--- src/rtl/vga_timing_gen.sv ---
// Raster timing for the 640x480 path: pixel tick, h/v counters, syncs, blank, vblank_start.
// Latency: every output is a register loaded on the pixel-tick edge; no input-to-output path.
// Backpressure: none; free-running, only reset stops it.
module vga_timing_gen #(
    parameter int   CLK_DIV     = 2,
    parameter int   H_VISIBLE   = 640,
    parameter int   H_FRONT     = 16,
    parameter int   H_SYNC      = 96,
    parameter int   H_BACK      = 48,
    parameter int   V_VISIBLE   = 480,
    parameter int   V_FRONT     = 10,
    parameter int   V_SYNC      = 2,
    parameter int   V_BACK      = 33,
    parameter logic SYNC_ACTIVE = 1'b0
) (
    input  logic       clk,
    input  logic       reset,
    output logic       pix_tick,
    output logic [9:0] hcount,
    output logic [9:0] vcount,
    output logic       hsync,
    output logic       vsync,
    output logic       blank,
    output logic       vblank_start
);

    localparam int H_TOTAL = H_VISIBLE + H_FRONT + H_SYNC + H_BACK;
    localparam int V_TOTAL = V_VISIBLE + V_FRONT + V_SYNC + V_BACK;
    localparam int DIV_W   = (CLK_DIV > 1) ? $clog2(CLK_DIV) : 1;

    localparam logic [DIV_W-1:0] DIV_LAST = DIV_W'(CLK_DIV - 1);
    localparam logic [9:0] H_LAST   = 10'(H_TOTAL - 1);
    localparam logic [9:0] V_LAST   = 10'(V_TOTAL - 1);
    localparam logic [9:0] H_VIS    = 10'(H_VISIBLE);
    localparam logic [9:0] V_VIS    = 10'(V_VISIBLE);
    localparam logic [9:0] HS_START = 10'(H_VISIBLE + H_FRONT);
    localparam logic [9:0] HS_END   = 10'(H_VISIBLE + H_FRONT + H_SYNC);
    localparam logic [9:0] VS_START = 10'(V_VISIBLE + V_FRONT);
    localparam logic [9:0] VS_END   = 10'(V_VISIBLE + V_FRONT + V_SYNC);

    logic [DIV_W-1:0] div;
    logic             div_last;
    logic [9:0]       h_next;
    logic [9:0]       v_next;

    assign div_last = (div == DIV_LAST);

    always_comb begin
        h_next = hcount + 10'd1;
        v_next = vcount;
        if (hcount == H_LAST) begin
            h_next = '0;
            v_next = (vcount == V_LAST) ? '0 : vcount + 10'd1;
        end
    end

    // Decodes use the next counter values so they line up with the counters they accompany.
    always_ff @(posedge clk or posedge reset) begin
        if (reset) begin
            div          <= '0;
            pix_tick     <= 1'b0;
            hcount       <= '0;
            vcount       <= '0;
            hsync        <= ~SYNC_ACTIVE;
            vsync        <= ~SYNC_ACTIVE;
            blank        <= 1'b0;
            vblank_start <= 1'b0;
        end else begin
            pix_tick     <= div_last;
            vblank_start <= 1'b0;
            div          <= div_last ? '0 : div + 1'b1;
            if (div_last) begin
                hcount       <= h_next;
                vcount       <= v_next;
                blank        <= (h_next >= H_VIS) || (v_next >= V_VIS);
                hsync        <= ((h_next >= HS_START) && (h_next < HS_END)) ? SYNC_ACTIVE : ~SYNC_ACTIVE;
                vsync        <= ((v_next >= VS_START) && (v_next < VS_END)) ? SYNC_ACTIVE : ~SYNC_ACTIVE;
                vblank_start <= (h_next == '0) && (v_next == V_VIS);
            end
        end
    end

endmodule

--- config.mk ---
export PLATFORM = sky130hd
export DESIGN_NAME = vga_timing_gen
export DESIGN_NICKNAME = d
export VERILOG_FILES = /design/src/rtl/vga_timing_gen.sv
export SDC_FILE = /design/constraint.sdc
export NUM_CORES = 1
export LEC_CHECK = 0
export BUFFER_PORTS_ARGS = -buffer_cell sky130_fd_sc_hd__buf_2
export CAP_MARGIN = 20
export CORE_ASPECT_RATIO = 1.25
export CORE_MARGIN = 1
export CORE_UTILIZATION = 52
export DETAILED_ROUTE_END_ITERATION = 10
export PLACE_DENSITY = 0.72
export SYNTH_ARGS = -nofsm -noshare
export SYNTH_HDL_FRONTEND = slang
export SYNTH_SLANG_ARGS = --single-unit
--- constraint.sdc ---
create_clock -name clk -period 3.43 [get_ports clk]
set_input_delay 0.5145 -clock clk [delete_from_list [all_inputs] [get_ports clk]]
set_output_delay 0.5145 -clock clk [all_outputs]
set_load 0.05 [all_outputs]
==> summary.txt <==
Outcome
  • Status: complete, no violations

Finish
  • Ant diodes: 0
  • Layout area overhead: 8.07%
  • Fillers: 326
  • Design area: 2080 sq um
  • NumNets Final: 238
  • Area of the multi-input gates: 1120 sq um
  • Non-Filler Instances: 270
  • Ratio of cells with drive above 1 in the final layout: 22.1%
  • Register Area: 653 sq um

Hold path
  • Worst Hold Class: in2async

Setup path
  • Setup crit end kind: register
  • Critical Path AT: 3.06 ns
  • CP Launch Type: register
  • FF-to-FF setup slack: 0.59 ns
  • CP peak stage delay: 0.62 ns
  • Sequence of cells on the critical path: ha_1 > and4_4 > and3_1 > a41oi_1 > nor4b_1 > and4b_1
  • Critical path peak fanout: 17
  • Crit-path slowest cell: and3_1
  • Required @ worst endpoint: 3.65 ns
  • Critical path class: reg2reg

Global route
  • Total congestion overflow: 0
  • Vias in the first global route: 1649
  • First-pass GRT wire length: 7.89 mm
  • Largest net degree at the start of global routing: 27
  • Antenna violations before repair: 0
  • Total Routing Usage GR: 25.2%

Synthesis
  • Mapped Cells: 219
  • Fraction of registers with async set/reset: 100%
  • Synth area leaders: dfrtp_1, o21ai_0, xnor2_1
  • Sequential share of the synthesized area: 34.0%
  • Mean Syn Cell Area: 8.78 sq um
  • Most common cell in the netlist: dfrtp_1
  • Synth Flop Type: dfrtp_1
  • Ys Warns: 0
  • Largest area contributor in the netlist: dfrtp_1
  • Post-synth EDFFs: 0
  • Synth unique cells: 53
  • Post-Syn Nets: 225
  • Yosys top cell area share: 31.3%
  • Mapped Area: 1920 sq um
  • Top cells by count, synth: dfrtp_1, nand2_1, o21ai_0
  • Synth Register Bits: 26

Detailed routing
  • Post-route DRC: 0
  • Initial DRC count: 107
  • Wire per inst: 17.1 um
  • Final antenna-violating net count: 0
  • Drt total wl: 4.63 mm
  • Routed vias: 1802
  • Via-to-Cell Ratio: 6.67
  • TritonRoute pass-1 iters: 4

STA
  • Fin. Hold Viols: 0
  • Final setup fails: 0
  • Tcrit/Tclk final: 82.7%
  • Post-route setup TNS: 0 ns
  • Actual slew at the worst max-slew pin: 0.799 ns
  • Fmax: 352 MHz
  • Final hold slack: 0.130 ns
  • Final min period: 2.84 ns
  • Final worst slack: 0.592 ns
  • Max-slew headroom: 46.7%
  • RSZ-0062 raised after global routing: no
  • Final Skew: 0.00582 ns
  • Slew Limit Fails: 0

Floorplanning
  • Die Ht: 70.0 um
  • Die width: 56.4 um
  • Die ar.: 3940 sq um
  • Initial Util: 54.7%
  • Std cell rows: 24
  • Core ar.: 3510 sq um
  • I/O pin count: 27

Placed design
  • Final HPWL DP: 3.10 mm
  • Dpl ws: 0.688 ns
  • # placed instances: 265
  • I/O Buffers: 26
  • Cell Area, Placed: 1980 sq um
  • GP Congestion: 0.857

Power and ir drop
  • Worst VDD drop: 212 uV
  • Leakage: 0.869 nW
  • Pwr Density: 277 nW/um^2

CTS
  • CTS Buf Count: 3
  • TritonCTS clock tree: yes
  • Clk buf depth: 2
  • CTS Hold Buffers Added: 0
  • H-Tree Depth: 1
  • Postcts setup bufs: 0
  • Clk Latency, worst-skew pair: 0.28 ns
  • CTS root buf: clkbuf_8
  • Clk pin slew, worst setup/hold paths: 0.10 ns
  • Post_cts resized: 0
  • Clock sink count: 26

Job
  • # Max-Cap Violations: 0
[registers in the layout (all words and copies together), names as in the netlist]
register / flops
vblank_start: 1
vcount: 10
div: 1
hsync: 1
hcount: 10
blank: 1
vsync: 1
pix_tick: 1
[area by class of cell]
cell class | instances | area share, %
Clock buffer | 3 | 1.99
Multi-Input combinational cell | 169 | 54.1
Timing Repair Buffer | 28 | 7.95
Tap cell | 39 | 2.35
Clock inverter | 1 | 1.45
Inverter | 4 | 0.723
Sequential cell | 26 | 31.4
[critical path: cells and delay by family, from the launching register on]
kind | cells | cell delay [ns]
AOI/OAI and AO/OA | 1 | 0.24
DFF | 1 | 0.51
adders and majority gates | 1 | 0.36
and+or+nand+nor | 4 | 1.66
[stage by stage]
stage	util, %	total power [W]
floorplan	-	0.000317
global placement	56.3	0.000319
detailed placement	56.3	0.000320
CTS	58.3	0.000581
global route	59.1	0.000594
finish	59.1	0.000576
[cell families (layout without fill, tap and decap cells)]
family	Yosys count	count (layout)	synth area share, %
AO/OA/AOI/OAI	49	49	17.0
buffers and inverters	24	36	7.55
adder cells (fa/ha/maj)	4	4	2.60
flip-flops	26	26	34.0
AND/OR/NAND/NOR	100	100	30.9
XOR/XNOR	10	10	4.56
multiplexers	6	6	3.39
[layout by cell type, fill, tap and decap left out, drive strengths merged, types with 5 or more instances in the layout]
| master | count |
|---|---|
| nor2 | 10 |
| a21oi | 6 |
| nand3 | 15 |
| buf | 28 |
| o21ai | 15 |
| and3 | 6 |
| nor3 | 13 |
| nand4 | 9 |
| dfrtp | 24 |
| xnor2 | 8 |
| o31ai | 5 |
| nand2 | 18 |
[final timing paths]
check	startpoint	end	depth (start not counted)
setup / recovery	hcount[0]$_DFFE_PP0P_	vblank_start$_DFF_PP0_	6
hold / removal	reset	hcount[1]$_DFFE_PP0P_	2
setup reg to reg	hcount[0]$_DFFE_PP0P_	vblank_start$_DFF_PP0_	6
hold reg to reg	hsync$_DFFE_PP1P_	hsync$_DFFE_PP1P_	2
max in group asynchronous	reset	hsync$_DFFE_PP1P_	3
min in group clk	hsync$_DFFE_PP1P_	hsync$_DFFE_PP1P_	2
[routing by layer]
layer / vias to the layer above / global-route usage [%] / wire length [um]
met5: - / 0 / 0
met4: 0 / 14.1 / 120
met3: 14 / 2.78 / 263
met2: 92 / 38.9 / 2270
met1: 844 / 34.1 / 1970
li1: 852 / - / -
[report_power, final]
group          internal [W]  total (W)  switching, W
sequential         0.000306   0.000306             0
clock              0.000156   0.000260      0.000103
combinational    0.00000366  0.0000104    0.00000671
(Power assumes the default switching activity.)
